**src/rtl/iod_dly_pkg.sv**
```systemverilog
// Shared types for the IOD dynamic delay-line sequencer: FSM states, latched command, requester count.
package iod_dly_pkg;

   localparam int NUM_REQ = 2;

   typedef enum logic [2:0] {
      ST_IDLE,
      ST_GRANT,
      ST_LOAD,
      ST_MOVE,
      ST_WAIT,
      ST_DONE
   } state_t;

   typedef struct packed {
      logic       load;
      logic       dir;
      logic [7:0] steps;
   } cmd_t;

endpackage

```
**src/rtl/iod_dly_ctrl_if.sv**
```systemverilog
// Requester-side command handshake of the delay-line sequencer (level REQ, one-cycle GNT/DONE).
interface iod_dly_ctrl_if;
   import iod_dly_pkg::*;

   logic [NUM_REQ-1:0]   REQ;
   logic [NUM_REQ-1:0]   REQ_LOAD;
   logic [NUM_REQ-1:0]   REQ_DIR;
   logic [8*NUM_REQ-1:0] REQ_STEPS;
   logic [NUM_REQ-1:0]   GNT;
   logic [NUM_REQ-1:0]   DONE;

   modport master (
      output REQ, REQ_LOAD, REQ_DIR, REQ_STEPS,
      input  GNT, DONE
   );

   modport slave (
      input  REQ, REQ_LOAD, REQ_DIR, REQ_STEPS,
      output GNT, DONE
   );

endinterface

```
**src/rtl/iod_dly_rr_arb.sv**
```systemverilog
// 2-way round-robin arbiter; the last-grant pointer moves only when adv is asserted.
module iod_dly_rr_arb (
   input  logic       clk,
   input  logic       rst,
   input  logic [1:0] req,
   input  logic       adv,
   output logic       win_vld,
   output logic       win_idx
);

   logic last_q;
   logic last_d;

   // A lone requester wins outright; on a tie the one not granted last wins.
   always_comb begin
      win_vld = |req;
      win_idx = (req == 2'b11) ? ~last_q : req[1];
      last_d  = adv ? win_idx : last_q;
   end

   // Reset as if requester 1 was granted last, so requester 0 is favoured.
   always_ff @(posedge clk or posedge rst) begin
      if (rst) begin
         last_q <= 1'b1;
      end else begin
         last_q <= last_d;
      end
   end

endmodule

```
**src/rtl/iod_dly_ctrl.sv**
```systemverilog
// Arbitrates two requesters onto one IOD delay line and paces MOVE/LOAD pulses with settle gaps.
// Optional soft tap tracking and limit pre-check: define IOD_DLY_CTRL_TAP_TRACK_EN.
module iod_dly_ctrl
   import iod_dly_pkg::*;
#(
   parameter int SETTLE   = 4,
   parameter int LOAD_TAP = 1,
   parameter int TAP_MAX  = 255
) (
   input  logic           FAB_CLK,
   input  logic           ARST,
   iod_dly_ctrl_if.slave  req_if,
   output logic [7:0]     STEPS_DONE,
   output logic           OOR_STICKY,
   output logic [7:0]     TAP_CNT,
   output logic           DELAY_LINE_MOVE,
   output logic           DELAY_LINE_DIRECTION,
   output logic           DELAY_LINE_LOAD,
   input  logic           DELAY_LINE_OUT_OF_RANGE
);

   localparam logic [15:0] SETTLE_LAST = 16'(SETTLE - 1);

   if (SETTLE < 1 || TAP_MAX < 1 || TAP_MAX > 255 || LOAD_TAP < 0 || LOAD_TAP > TAP_MAX)
   begin : g_bad_param
      $error("iod_dly_ctrl: illegal parameter set");
   end

   state_t             state_q, state_d;
   cmd_t               cmd_q, cmd_d;
   logic               owner_q, owner_d;
   logic [7:0]         rem_q, rem_d;
   logic [15:0]        cnt_q, cnt_d;
   logic [NUM_REQ-1:0] gnt_q, gnt_d;
   logic [NUM_REQ-1:0] done_q, done_d;
   logic               move_q, move_d;
   logic               load_q, load_d;
   logic               oor_q, oor_d;
   logic [7:0]         steps_done_q, steps_done_d;

   logic               arb_vld;
   logic               arb_idx;
   logic               arb_adv;
   logic               want_move;
   logic               finish;
   logic [7:0]         rem_cur;
   logic               move_ok;

`ifdef IOD_DLY_CTRL_TAP_TRACK_EN
   localparam logic [7:0] LOAD_TAP_V = 8'(LOAD_TAP);
   localparam logic [7:0] TAP_MAX_V  = 8'(TAP_MAX);

   logic [7:0] tap_q, tap_d;

   assign move_ok = cmd_q.dir ? (tap_q < TAP_MAX_V) : (tap_q != 8'd0);
   assign TAP_CNT = tap_q;
`else
   assign move_ok = 1'b1;
   assign TAP_CNT = '0;
`endif

   iod_dly_rr_arb u_arb (
      .clk     (FAB_CLK),
      .rst     (ARST),
      .req     (req_if.REQ),
      .adv     (arb_adv),
      .win_vld (arb_vld),
      .win_idx (arb_idx)
   );

   // Outputs are computed for the state being entered, so they are flops aligned with it.
   always_comb begin
      state_d      = state_q;
      cmd_d        = cmd_q;
      owner_d      = owner_q;
      rem_d        = rem_q;
      cnt_d        = cnt_q;
      gnt_d        = '0;
      done_d       = '0;
      move_d       = 1'b0;
      load_d       = 1'b0;
      oor_d        = oor_q;
      steps_done_d = steps_done_q;
      arb_adv      = 1'b0;
      want_move    = 1'b0;
      finish       = 1'b0;
      rem_cur      = rem_q;
`ifdef IOD_DLY_CTRL_TAP_TRACK_EN
      tap_d        = tap_q;
`endif

      case (state_q)
         ST_IDLE: begin
            if (arb_vld) begin
               arb_adv        = 1'b1;
               owner_d        = arb_idx;
               cmd_d.load     = req_if.REQ_LOAD[arb_idx];
               cmd_d.dir      = req_if.REQ_DIR[arb_idx];
               cmd_d.steps    = arb_idx ? req_if.REQ_STEPS[15:8] : req_if.REQ_STEPS[7:0];
               gnt_d[arb_idx] = 1'b1;
               steps_done_d   = '0;
               state_d        = ST_GRANT;
            end
         end
         ST_GRANT: begin
            if (cmd_q.load) begin
               load_d  = 1'b1;
               oor_d   = 1'b0;
`ifdef IOD_DLY_CTRL_TAP_TRACK_EN
               tap_d   = LOAD_TAP_V;
`endif
               state_d = ST_LOAD;
            end else if (cmd_q.steps == 8'd0) begin
               finish = 1'b1;
            end else begin
               want_move = 1'b1;
               rem_cur   = cmd_q.steps;
            end
         end
         ST_LOAD, ST_MOVE: begin
            cnt_d   = '0;
            state_d = ST_WAIT;
         end
         ST_WAIT: begin
            if (cnt_q == SETTLE_LAST) begin
               if (DELAY_LINE_OUT_OF_RANGE) begin
                  oor_d  = 1'b1;
                  finish = 1'b1;
               end else if (rem_q == 8'd0 || cmd_q.load) begin
                  finish = 1'b1;
               end else begin
                  want_move = 1'b1;
               end
            end else begin
               cnt_d = cnt_q + 16'd1;
            end
         end
         ST_DONE: begin
            state_d = ST_IDLE;
         end
         default: begin
            state_d = ST_IDLE;
         end
      endcase

      // Soft-limit check happens before the pulse, so a refused move never reaches the IOD.
      if (want_move) begin
         if (move_ok) begin
            move_d       = 1'b1;
            rem_d        = rem_cur - 8'd1;
            steps_done_d = steps_done_q + 8'd1;
`ifdef IOD_DLY_CTRL_TAP_TRACK_EN
            tap_d        = cmd_q.dir ? tap_q + 8'd1 : tap_q - 8'd1;
`endif
            state_d      = ST_MOVE;
         end else begin
            oor_d  = 1'b1;
            finish = 1'b1;
         end
      end

      if (finish) begin
         done_d[owner_q] = 1'b1;
         state_d         = ST_DONE;
      end
   end

   always_ff @(posedge FAB_CLK or posedge ARST) begin
      if (ARST) begin
         state_q      <= ST_IDLE;
         cmd_q        <= '0;
         owner_q      <= 1'b0;
         rem_q        <= '0;
         cnt_q        <= '0;
         gnt_q        <= '0;
         done_q       <= '0;
         move_q       <= 1'b0;
         load_q       <= 1'b0;
         oor_q        <= 1'b0;
         steps_done_q <= '0;
`ifdef IOD_DLY_CTRL_TAP_TRACK_EN
         tap_q        <= LOAD_TAP_V;
`endif
      end else begin
         state_q      <= state_d;
         cmd_q        <= cmd_d;
         owner_q      <= owner_d;
         rem_q        <= rem_d;
         cnt_q        <= cnt_d;
         gnt_q        <= gnt_d;
         done_q       <= done_d;
         move_q       <= move_d;
         load_q       <= load_d;
         oor_q        <= oor_d;
         steps_done_q <= steps_done_d;
`ifdef IOD_DLY_CTRL_TAP_TRACK_EN
         tap_q        <= tap_d;
`endif
      end
   end

   assign req_if.GNT           = gnt_q;
   assign req_if.DONE          = done_q;
   assign STEPS_DONE           = steps_done_q;
   assign OOR_STICKY           = oor_q;
   assign DELAY_LINE_MOVE      = move_q;
   assign DELAY_LINE_LOAD      = load_q;
   assign DELAY_LINE_DIRECTION = cmd_q.dir;

endmodule
```
**src/flat_wrapper.sv**
```systemverilog
// flat-port wrapper written by rule: the top's interface ports become plain ports
module iod_dly_ctrl_flat import iod_dly_pkg::*;
#(
   parameter int SETTLE   = 4,
   parameter int LOAD_TAP = 1,
   parameter int TAP_MAX  = 255
)
  (FAB_CLK, ARST, STEPS_DONE, OOR_STICKY, TAP_CNT, DELAY_LINE_MOVE, DELAY_LINE_DIRECTION, DELAY_LINE_LOAD, DELAY_LINE_OUT_OF_RANGE, req_if_REQ, req_if_REQ_LOAD, req_if_REQ_DIR, req_if_REQ_STEPS, req_if_GNT, req_if_DONE);
  iod_dly_ctrl_if req_if_i ();
  input  logic FAB_CLK;
  input  logic ARST;
  output logic [7:0] STEPS_DONE;
  output logic OOR_STICKY;
  output logic [7:0] TAP_CNT;
  output logic DELAY_LINE_MOVE;
  output logic DELAY_LINE_DIRECTION;
  output logic DELAY_LINE_LOAD;
  input  logic DELAY_LINE_OUT_OF_RANGE;
  input wire logic [$bits(req_if_i.REQ)-1:0] req_if_REQ;
  input wire logic [$bits(req_if_i.REQ_LOAD)-1:0] req_if_REQ_LOAD;
  input wire logic [$bits(req_if_i.REQ_DIR)-1:0] req_if_REQ_DIR;
  input wire logic [$bits(req_if_i.REQ_STEPS)-1:0] req_if_REQ_STEPS;
  output wire logic [$bits(req_if_i.GNT)-1:0] req_if_GNT;
  output wire logic [$bits(req_if_i.DONE)-1:0] req_if_DONE;
  assign req_if_i.REQ = req_if_REQ;
  assign req_if_i.REQ_LOAD = req_if_REQ_LOAD;
  assign req_if_i.REQ_DIR = req_if_REQ_DIR;
  assign req_if_i.REQ_STEPS = req_if_REQ_STEPS;
  assign req_if_GNT = req_if_i.GNT;
  assign req_if_DONE = req_if_i.DONE;
  iod_dly_ctrl #(.SETTLE(SETTLE), .LOAD_TAP(LOAD_TAP), .TAP_MAX(TAP_MAX)) u_core (.FAB_CLK(FAB_CLK), .ARST(ARST), .req_if(req_if_i), .STEPS_DONE(STEPS_DONE), .OOR_STICKY(OOR_STICKY), .TAP_CNT(TAP_CNT), .DELAY_LINE_MOVE(DELAY_LINE_MOVE), .DELAY_LINE_DIRECTION(DELAY_LINE_DIRECTION), .DELAY_LINE_LOAD(DELAY_LINE_LOAD), .DELAY_LINE_OUT_OF_RANGE(DELAY_LINE_OUT_OF_RANGE));
endmodule
```
**config.mk**
```make
export PLATFORM = sky130hd
export DESIGN_NAME = iod_dly_ctrl_flat
export DESIGN_NICKNAME = d
export VERILOG_FILES = /design/src/rtl/iod_dly_pkg.sv /design/src/rtl/iod_dly_ctrl_if.sv /design/src/rtl/iod_dly_rr_arb.sv /design/src/rtl/iod_dly_ctrl.sv /design/src/flat_wrapper.sv
export SDC_FILE = /design/constraint.sdc
export NUM_CORES = 1
export LEC_CHECK = 0
export CELL_PAD_IN_SITES_DETAIL_PLACEMENT = 1
export CELL_PAD_IN_SITES_GLOBAL_PLACEMENT = 1
export CORE_MARGIN = 2
export CORE_UTILIZATION = 35
export DETAILED_ROUTE_END_ITERATION = 10
export MAX_ROUTING_LAYER = met4
export PLACE_DENSITY = 0.75
export SKIP_CTS_REPAIR_TIMING = 1
export SYNTH_ARGS = -nofsm -noshare
export SYNTH_HDL_FRONTEND = slang
export SYNTH_SLANG_ARGS = --single-unit
```
**constraint.sdc**
```tcl
create_clock -name FAB_CLK -period 2.75 [get_ports FAB_CLK]
set_input_delay 0.4125 -clock FAB_CLK [delete_from_list [all_inputs] [get_ports FAB_CLK]]
set_output_delay 0.4125 -clock FAB_CLK [all_outputs]
set_load 0.02 [all_outputs]
```
==> results.tsv, run 1 <==
stage	metric	value	unit
outcome	outcome	finished, final reports clean	
logic_synthesis	synth_seq_cells	54	
drt	wire_per_inst	16.33	microns
pwr	p_leak	1.513	nW
critical_path	crit_family	simple AND/OR/NAND/NOR gates	
drt	ant_nets	0	
logic_synthesis	synth_seq_area_share	45.79	%
global_route	grt_max_degree	29	
critical_path	crit_slowest_cell	or4_4	
global_route	first_global_vias	2522	
die	io_pins	49	
drt	first_pass_iters	4	
placement	portBuffers	40	
logic_synthesis	synthMuxAreaShare	4.108	%
drt	routed_via_density	5.423	
critical_path	reg2reg_from	u_core.cmd_q[4]$_DFFE_PP0P_	
global_route	grt_overflow	0	
clocking	clock_latency	0.30	ns
critical_path	worst-path-buf-inv	2	
critical_path	r2r_end	u_core.STEPS_DONE[5]$_DFFE_PP0P_	
global_route	grt_usage	17.87	%
timing	tightest_slew	0.8259	ns
logic_synthesis	synth_cell_types	59	
drt	drtIter0Drc	117	
critical_path	cp-endpoint	u_core.STEPS_DONE[5]$_DFFE_PP0P_	
drt	wl	7447	microns
critical_path	cp-startpoint	u_core.cmd_q[4]$_DFFE_PP0P_	
critical_path	reg2reg_slack	0.24	ns
logic_synthesis	ys.flop_type	dfrtp_1	
global_route	grt_antenna_before_repair	0	
clocking	clock-sinks	54	
logic_synthesis	synth_compound_area_share	17.62	%
clocking	path_clk_slew	0.10	ns
placement	gp_congestion	0.9030	
placement	dp_hpwl	5661	microns
timing	fmax	0.3985	GHz
drt	vias	2473	
timing	period_share	91.26	%
timing	setup_slack	0.2404	ns
logic_synthesis	synth_top_family_by_area	simple AND/OR/NAND/NOR gates	
clocking	clk_root_buffer_cell	clkbuf_8	
placement	place_ws	0.2734	ns
logic_synthesis	synth_edf_count	0	
finish	fillers	930	
logic_synthesis	synthAdderAreaFrac	1.271	%
pwr	power_density	905.6	nW/um^2
timing	finalSetupViolCount	0	
finish	regArea	1353	sq um
global_route	use_met3	2.741	%
critical_path	crit_required	2.95	ns
finish	finalNetCount	378	
timing	slew_headroom	44.83	%
die	coreArea	8217	sq um
timing	clock_skew	0.004568	ns
timing	rsz0062_at_grt	no	
logic_synthesis	netlist_area	2954	sq um
job	cap_violations	0	
critical_path	path_class	flip-flop to flip-flop	
die	num_rows	33	
critical_path	cp_slowest_stage_delay	0.60	ns
die	die_h	95.87	microns
timing	slew_violations	0	
logic_synthesis	syn_inst	306	
drt	drc	0	
logic_synthesis	synth_xor_area_share	3.558	%
die	die_w	95.87	microns
logic_synthesis	synth-simple-area-share	22.74	%
clocking	cts_buffers	5	
logic_synthesis	ys_warn_count	0	
pwr	vdd_drop_max	0.0003929	V
die	start_util	35.95	%
finish	drive_gt1_share	9.972	%
timing	min_period	2.510	ns
clocking	cts_buffer_depth	2	
finish	multi_input_area	1486	sq um
critical_path	cp_max_fo	15	
critical_path	crit_cells	7	
finish	syn_to_final_growth	21.69	%
logic_synthesis	synth.avg_cell_area	9.654	sq um
finish	antenna_cells	0	
die	die_area	9191	sq um
critical_path	crit_arrival	2.71	ns
clocking	h-tree-depth	2	
min_path	hp-class	flip-flop to flip-flop	
global_route	top_usage_layer	met2	
timing	hold_viol	0	
global_route	grt.met2_usage	29.14	%
global_route	grtUsageMet1	23.65	%
critical_path	cp_cell_sequence	or4_4 -> o21ai_1 -> buf_4 -> o21a_2 -> inv_2 -> and3_1 -> a221o_1	
clocking	cts_tree	built	
critical_path	start_kind	flip-flop	
timing	setup_tns	0	ns
critical_path	worstSetupEndpointType	flip-flop	
global_route	grt_pass1_wl	12600	microns
critical_path	r2r_cells	7	
logic_synthesis	async_flop_share	100.0	%
layer usage:
layer  vias up  routed length, microns
met2        49                    3564
met4         0                      57
li1       1202                       -
met5         -                       0
met3         6                     231
met1      1216                    3594
power breakdown:
group | switching, W | internal [W] | total [W]
clock network | 0.000266 | 0.000272 | 0.000538
logic | 0.000791 | 0.000596 | 0.00139
registers | 0.000300 | 0.00103 | 0.00133
placed cells by master, fill, tap and decap left out, types with 2 or more instances in the layout:
| master | count |
|---|---|
| or4_1 | 4 |
| buf_4 | 10 |
| nor2_1 | 24 |
| clkdlybuf4s50_1 | 40 |
| o31ai_1 | 3 |
| nand2_1 | 36 |
| nor2b_1 | 3 |
| dfrtp_1 | 53 |
| nor3_1 | 8 |
| nor4_2 | 2 |
| mux2i_1 | 11 |
| xor2_1 | 8 |
| o211ai_1 | 5 |
| and4_1 | 2 |
| or4_4 | 3 |
| a21oi_1 | 9 |
| nand3_1 | 14 |
| a221o_1 | 2 |
| nand4_1 | 5 |
| clkbuf_8 | 5 |
| o41ai_1 | 4 |
| and3_1 | 3 |
| a21o_1 | 3 |
| nor4_1 | 2 |
| xnor2_1 | 4 |
| o21a_1 | 3 |
| inv_2 | 2 |
| inv_1 | 3 |
| conb_1 | 8 |
| and2_1 | 2 |
| o211a_1 | 2 |
| o311ai_0 | 4 |
| o21ai_1 | 3 |
| or3_1 | 3 |
| a22oi_1 | 2 |
| ha_1 | 3 |
| o21ai_0 | 27 |
synthesized netlist by cell type, types with 4 or more instances:
cell type	count	area [sq um]
buf_4	10	75.07
xor2_1	8	70.07
o211ai_1	5	37.54
o21ai_0	27	135.1
nor2_1	24	90.09
clkbuf_1	6	22.52
nand3_1	14	70.07
nor3_1	8	40.04
inv_1	4	15.01
nand2_1	36	135.1
nand4_1	5	31.28
xnor2_1	4	35.03
o41ai_1	4	35.03
a21oi_1	9	45.04
dfrtp_1	53	1326
buf_2	5	25.02
mux2i_1	11	110.1
o311ai_0	4	35.03
or4_1	4	30.03
how the worst min path moves through the flow:
| stage | start | endpoint | slack, ns | cells past startpoint |
|---|---|---|---|---|
| after CTS | u_core.DELAY_LINE_DIRECTION$_DFFE_PP0P_ | u_core.DELAY_LINE_DIRECTION$_DFFE_PP0P_ | 0.49 | 2 |
| after floorplan | u_core.owner_q$_DFFE_PP0P_ | u_core.req_if.DONE[0]$_DFF_PP0_ | 0.42 | 1 |
| final | u_core.DELAY_LINE_DIRECTION$_DFFE_PP0P_ | u_core.DELAY_LINE_DIRECTION$_DFFE_PP0P_ | 0.49 | 2 |
| after detailed placement | u_core.DELAY_LINE_DIRECTION$_DFFE_PP0P_ | u_core.DELAY_LINE_DIRECTION$_DFFE_PP0P_ | 0.48 | 2 |
| after global routing | u_core.DELAY_LINE_DIRECTION$_DFFE_PP0P_ | u_core.DELAY_LINE_DIRECTION$_DFFE_PP0P_ | 0.52 | 2 |
| after global placement | u_core.DELAY_LINE_DIRECTION$_DFFE_PP0P_ | u_core.DELAY_LINE_DIRECTION$_DFFE_PP0P_ | 0.47 | 2 |
tightest hold or removal path, stage by stage (launching register included):
cell	delay (ns)
dfrtp_1	0.35
nand2_1	0.04
o21ai_0	0.06
logic make-up (layout without fill, tap and decap cells):
| logic type | after synthesis | count (layout) |
|---|---|---|
| xor+xnor | 12 | 12 |
| buf+inv | 26 | 64 |
| mux | 12 | 12 |
| simple gates | 121 | 121 |
| other cells | 1 | 8 |
| fa+ha+maj | 3 | 3 |
| flops | 54 | 54 |
| compound gates | 77 | 77 |
layout make-up:
cell class                 count  share of cell area (%)
multi-input combinational    233                   41.35
sequential                    54                   37.63
timing repair buffer          51                   13.78
tap                          105                   3.655
clock buffer                   6                   2.019
clock inverter                 2                   1.044
inverter                       5                  0.5221
registers in the layout (all words and copies together), names as in the netlist:
name                         count
u_core.DELAY_LINE_DIRECTION      1
u_core.DELAY_LINE_LOAD           1
u_core.DELAY_LINE_MOVE           1
u_core.OOR_STICKY                1
u_core.STEPS_DONE                8
u_core.cmd_q                     9
u_core.cnt_q                    16
u_core.owner_q                   1
u_core.rem_q                     8
u_core.req_if.DONE               2
u_core.req_if.GNT                2
u_core.state_q                   3
u_core.u_arb.last_q              1
per-stage QoR:
| stage | area, sq um | total power [W] | hold WS [ns] | utilization, % | std cells |
|---|---|---|---|---|---|
| floorplan | 2980 | 0.002230 | 0.4184 | - | 313 |
| global placement | 3485 | 0.002688 | 0.4749 | 42.41 | 448 |
| detailed placement | 3485 | 0.002733 | 0.4759 | 42.41 | 448 |
| CTS | 3595 | 0.003292 | 0.4940 | 43.75 | 456 |
| global route | 3595 | 0.003513 | 0.5221 | 43.75 | 456 |
| finish | 3595 | 0.003255 | 0.4853 | 43.75 | 456 |
Power figures use the tool's default switching activity.
==> inputs of run 2 (changes only) <==
--- a/config.mk
+++ b/config.mk
@@ -9,6 +9,7 @@
 export CELL_PAD_IN_SITES_GLOBAL_PLACEMENT = 1
 export CORE_MARGIN = 2
 export CORE_UTILIZATION = 35
+export CTS_BUF_LIST = sky130_fd_sc_hd__clkbuf_16
 export DETAILED_ROUTE_END_ITERATION = 10
 export MAX_ROUTING_LAYER = met4
 export PLACE_DENSITY = 0.75
==> run 2 against run 1 <==
Against the previous run:
- power grew 5.5%
- final cell count is the same
- critical path type unchanged
- largest cell class unchanged
- highest routed layer unchanged
- maximum frequency shrank 0.33%
==> results.tsv, run 2 (synthesis gave the netlist of run 1 again) <==
stage	metric	value	unit
critical_path	r2r_cells	7	
critical_path	cp_slowest_stage_delay	0.59	ns
finish	regArea	1353	sq um
placement	dp_hpwl	5661	microns
clocking	clk_root_buffer_cell	clkbuf_16	
critical_path	crit_cells	7	
timing	setup_tns	0	ns
timing	min_period	2.518	ns
critical_path	reg2reg_from	u_core.cmd_q[2]$_DFFE_PP0P_	
finish	reg_top3	u_core.cnt_q x16, u_core.cmd_q x9	
clocking	cts_buffer_depth	2	
job	cap_violations	0	
global_route	grt_antenna_before_repair	0	
critical_path	crit_family	simple AND/OR/NAND/NOR gates	
global_route	grt_max_degree	29	
global_route	grt_pass1_wl	12800	microns
finish	drive_gt1_share	9.972	%
placement	place_ws	0.2734	ns
pwr	power_density	940.9	nW/um^2
placement	portBuffers	40	
timing	slew_headroom	43.17	%
timing	setup_slack	0.2322	ns
die	die_area	9191	sq um
critical_path	start_kind	flip-flop	
timing	tightest_slew	0.8508	ns
drt	vias	2480	
global_route	grt_usage	18.19	%
min_path	holdCritStartpoint	u_core.DELAY_LINE_DIRECTION$_DFFE_PP0P_	
clocking	h-tree-depth	2	
drt	first_pass_iters	4	
critical_path	worstSetupEndpointType	flip-flop	
finish	final_area	3651	sq um
timing	hold_viol	0	
timing	clock_skew	0.004251	ns
critical_path	cp-endpoint	u_core.STEPS_DONE[5]$_DFFE_PP0P_	
clocking	clock_latency	0.28	ns
finish	syn_to_final_growth	23.59	%
timing	period_share	91.56	%
die	io_pins	49	
critical_path	crit_arrival	2.69	ns
min_path	hp-class	flip-flop to flip-flop	
finish	antenna_cells	0	
finish	regMostFlops	u_core.cnt_q	
finish	finalNetCount	378	
clocking	cts_tree	built	
drt	drc	0	
outcome	outcome	finished, final reports clean	
drt	routed_via_density	5.439	
clocking	path_clk_slew	0.07	ns
die	die_h	95.87	microns
finish	final_common_cell	dfrtp_1	
clocking	cts_buffers	5	
die	coreArea	8217	sq um
placement	gp_congestion	0.9030	
critical_path	crit_required	2.92	ns
critical_path	reg2reg_slack	0.23	ns
drt	wire_per_inst	16.75	microns
critical_path	worst-path-buf-inv	2	
placement	place_area	3485	sq um
die	num_rows	33	
critical_path	path_class	flip-flop to flip-flop	
die	die_w	95.87	microns
global_route	first_global_vias	2574	
drt	drtIter0Drc	123	
finish	multi_input_area	1486	sq um
drt	wl	7640	microns
timing	fmax	0.3972	GHz
finish	final_cell_mix	dfrtp_1 (53), clkdlybuf4s50_1 (40), nand2_1 (36), o21ai_0 (27), nor2_1 (24)	
pwr	p_leak	1.543	nW
finish	fin_util	44.43	%
critical_path	cp_cell_sequence	or4_1 -> o21ai_1 -> buf_4 -> o21a_2 -> inv_2 -> and3_1 -> a221o_1	
clocking	clock-sinks	54	
finish	largest_register_ffs	16	
finish	fillers	930	
drt	ant_nets	0	
critical_path	cp-startpoint	u_core.cmd_q[2]$_DFFE_PP0P_	
timing	slew_violations	0	
critical_path	r2r_end	u_core.STEPS_DONE[5]$_DFFE_PP0P_	
timing	rsz0062_at_grt	no	
critical_path	cp_max_fo	15	
timing	finalSetupViolCount	0	
critical_path	crit_slowest_cell	or4_1	
global_route	grt_overflow	0	
die	start_util	35.95	%
pwr	vdd_drop_max	0.0003861	V
==> run 2: cell count changes in the layout (fill, tap and decap cells not counted), sizes merged <==
| cell | before | now |
|---|---|---|
| inv | 5 | 6 |
| clkbuf | 6 | 5 |
==> run 2: worst min path at each step <==
stage	cells after the start	endpoint	slack, ns
6_report	2	u_core.DELAY_LINE_DIRECTION$_DFFE_PP0P_	0.48
2_1_floorplan	1	u_core.req_if.DONE[0]$_DFF_PP0_	0.42
3_3_place_gp	2	u_core.DELAY_LINE_DIRECTION$_DFFE_PP0P_	0.47
5_1_grt	2	u_core.DELAY_LINE_DIRECTION$_DFFE_PP0P_	0.51
3_5_place_dp	2	u_core.DELAY_LINE_DIRECTION$_DFFE_PP0P_	0.48
4_1_cts	2	u_core.DELAY_LINE_DIRECTION$_DFFE_PP0P_	0.49
==> run 2: per-stage QoR <==
step,instances,power [W],hold slack (ns)
finish,456,0.003435,0.4789
global route,456,0.003697,0.5147
CTS,456,0.003474,0.4874
detailed placement,448,0.002733,0.4759
global placement,448,0.002688,0.4749
floorplan,313,0.002230,0.4184
==> run 2: power breakdown <==
part | internal (W) | total (W) | switching [W]
Combinational | 0.000596 | 0.00139 | 0.000794
Sequential | 0.00103 | 0.00134 | 0.000306
Clock | 0.000427 | 0.000707 | 0.000280
Total | 0.00205 | 0.00344 | 0.00138
==> run 2: area by class of cell <==
class,count,share of cell area [%]
inverters,5,0.5141
clock inverters,3,1.131
clock buffers,5,3.427
well taps,105,3.598
flip-flops and latches,54,37.05
multi-input cells,233,40.71
repair buffers,51,13.57
==> run 2: tightest hold or removal path, delay by kind of cell (launching register included) <==
| kind | cells | cell delay, ns |
|---|---|---|
| AND/OR/NAND/NOR | 1 | 0.04 |
| flip-flops | 1 | 0.34 |
| AO/OA/AOI/OAI | 1 | 0.06 |
==> run 2: per-layer routing <==
layer,GRT usage [%],vias to the layer above,part of all wire (%)
met3,3.132,8,3.2
met2,29.66,53,49
li1,-,1197,-
met4,4.762,0,1.3
met5,-,-,0
met1,23.54,1222,46
==> inputs of run 3 (changes only) <==
--- a/config.mk
+++ b/config.mk
@@ -8,11 +8,11 @@
 export CELL_PAD_IN_SITES_DETAIL_PLACEMENT = 1
 export CELL_PAD_IN_SITES_GLOBAL_PLACEMENT = 1
 export CORE_MARGIN = 2
-export CORE_UTILIZATION = 35
+export CORE_UTILIZATION = 41
 export CTS_BUF_LIST = sky130_fd_sc_hd__clkbuf_16
 export DETAILED_ROUTE_END_ITERATION = 10
 export MAX_ROUTING_LAYER = met4
-export PLACE_DENSITY = 0.75
+export PLACE_DENSITY = 0.85
 export SKIP_CTS_REPAIR_TIMING = 1
 export SYNTH_ARGS = -nofsm -noshare
 export SYNTH_HDL_FRONTEND = slang
==> run 3 against run 2 <==
Against the previous run:
- global-route usage increased by 3.1 points
- clock skew increased by 0.0068 ns
- highest routed layer unchanged
- register-to-register slack about the same
- sequential cell count unchanged
- largest power group unchanged
- design area decreased by 0.89%
- worst hold slack got worse by 0.024 ns
- critical path type unchanged
- clock-buffer cell count unchanged
- worst setup slack improved by 0.014 ns
- critical path depth increased by 1
- core utilization increased by 8.2 points
==> results.tsv, run 3 (synthesis gave the netlist of run 1 again) <==
stage	metric	value	unit
pwr	combPwrFrac	40.0	%
die	die_h	88.88	microns
die	die_w	88.88	microns
clocking	clock_latency	0.29	ns
finish	drive_gt1_share	9.195	%
die	coreArea	6869	sq um
critical_path	crit_family	compound AO/OA/AOI/OAI gates	
finish	final_common_cell	dfrtp_1	
finish	final_cells	444	
placement	place_area	3451	sq um
critical_path	cp_max_fo	6	
job	cap_violations	0	
timing	fin_hold_ws	0.4545	ns
drt	first_pass_iters	4	
timing	setup_tns	0	ns
die	num_rows	30	
pwr	power_density	945.1	nW/um^2
critical_path	cp_slowest_stage_delay	0.63	ns
timing	min_period	2.504	ns
global_route	first_global_vias	2530	
critical_path	worstSetupEndpointType	flip-flop	
finish	final_cell_mix	dfrtp_1 (53), clkdlybuf4s50_1 (40), nand2_1 (36), o21ai_0 (27), nor2_1 (24)	
timing	hold_viol	0	
placement	dp_hpwl	5375	microns
global_route	grt_max_degree	55	
clocking	clock-sinks	54	
finish	antenna_cells	0	
die	start_util	43.01	%
die	io_pins	49	
pwr	switching_power	0.001376	W
critical_path	crit_arrival	2.71	ns
drt	wire_per_inst	16.78	microns
clocking	cts_tree	built	
clocking	path_clk_slew	0.08	ns
global_route	grt_usage	21.25	%
drt	routed_via_density	5.635	
placement	dp.cells	436	
finish	largest_register_ffs	16	
critical_path	crit_required	2.96	ns
global_route	grt_antenna_before_repair	0	
die	die_area	7900	sq um
placement	portBuffers	40	
drt	drc	0	
timing	slew_headroom	45.65	%
finish	syn_to_final_growth	22.49	%
placement	gp_congestion	0.8630	
timing	finalSetupViolCount	0	
critical_path	worst-path-buf-inv	0	
timing	slew_violations	0	
timing	period_share	91.05	%
drt	vias	2502	
min_path	hp-class	flip-flop to flip-flop	
critical_path	path_class	flip-flop to flip-flop	
timing	clock_skew	0.01101	ns
timing	tightest_slew	0.8136	ns
pwr	p_clk_share	21.2	%
critical_path	crit_slowest_cell	or4_1	
pwr	seqPwrFrac	38.8	%
drt	ant_nets	0	
drt	wl	7452	microns
pwr	p_leak	1.528	nW
clocking	cts_buffer_depth	2	
clocking	clk_root_buffer_cell	clkbuf_16	
global_route	grt_overflow	0	
timing	rsz0062_at_grt	no	
pwr	intPower	0.002044	W
outcome	outcome	finished, final reports clean	
clocking	h-tree-depth	2	
finish	reg_top3	u_core.cnt_q x16, u_core.cmd_q x9	
finish	finalNetCount	375	
pwr	switching_share	40.24	%
finish	regMostFlops	u_core.cnt_q	
drt	drtIter0Drc	106	
pwr	vdd_drop_max	0.0006269	V
clocking	cts_buffers	5	
timing	fmax	0.3994	GHz
critical_path	start_kind	flip-flop	
critical_path	cp_cell_sequence	or4_1 -> o21ai_1 -> a22oi_1 -> ha_1 -> o21ai_0 -> nor4_1 -> xnor2_1 -> a21oi_1	
finish	final_area	3618	sq um
global_route	grt_pass1_wl	12770	microns
## run 3: cell count changes in the layout (fill, tap and decap cells not counted), sizes merged
cell / before / now
clkinv: 0 / 1
clkinvlp: 1 / 0
buf: 11 / 8
## run 3: stage by stage
stage	setup WS [ns]	util (%)	total power (W)
floorplan	0.3997	-	0.002230
global placement	0.4097	50.24	0.002642
detailed placement	0.3004	50.24	0.002698
CTS	0.2750	52.68	0.003436
global route	0.1157	52.68	0.003676
finish	0.2461	52.68	0.003420
## run 3: final timing paths
kind	depth (start not counted)	start	endpoint	slack, ns
min in group asynchronous	3	ARST	u_core.rem_q[7]$_DFFE_PP0P_	0.49
max	8	u_core.cmd_q[0]$_DFFE_PP0P_	u_core.rem_q[6]$_DFFE_PP0P_	0.25
max in group asynchronous	3	ARST	u_core.u_arb.last_q$_DFFE_PP1P_	1.97
min	1	u_core.owner_q$_DFFE_PP0P_	u_core.req_if.DONE[0]$_DFF_PP0_	0.45
max reg2reg	8	u_core.cmd_q[0]$_DFFE_PP0P_	u_core.rem_q[6]$_DFFE_PP0P_	0.25
min reg2reg	1	u_core.owner_q$_DFFE_PP0P_	u_core.req_if.DONE[0]$_DFF_PP0_	0.45
## run 3: final cells by class
cell class | instances | area [sq um]
well taps | 96 | 120.1
inverters | 5 | 18.77
clock inverters | 3 | 42.54
multi-input cells | 233 | 1486
flip-flops and latches | 54 | 1353
fillers | 769 | 3251
clock buffers | 5 | 125.1
repair buffers | 48 | 473.0
## run 3: power by group through the flow
stage | registers, W | logic [W] | clock network, W
6_report | 0.00133 | 0.00137 | 0.000726
5_1_grt | 0.00137 | 0.00153 | 0.000774
3_5_place_dp | 0.00134 | 0.00136 | 0
4_1_cts | 0.00133 | 0.00138 | 0.000735
2_1_floorplan | 0.00130 | 0.000928 | 0
3_3_place_gp | 0.00132 | 0.00133 | 0
## run 3: per-layer routing
metal / routed length [microns] / track usage (%) / up-vias
li1: - / - / 1194
met1: 3416 / 28.40 / 1243
met5: 0 / - / -
met2: 3678 / 33.85 / 55
met4: 79 / 5.234 / 0
met3: 278 / 3.451 / 10
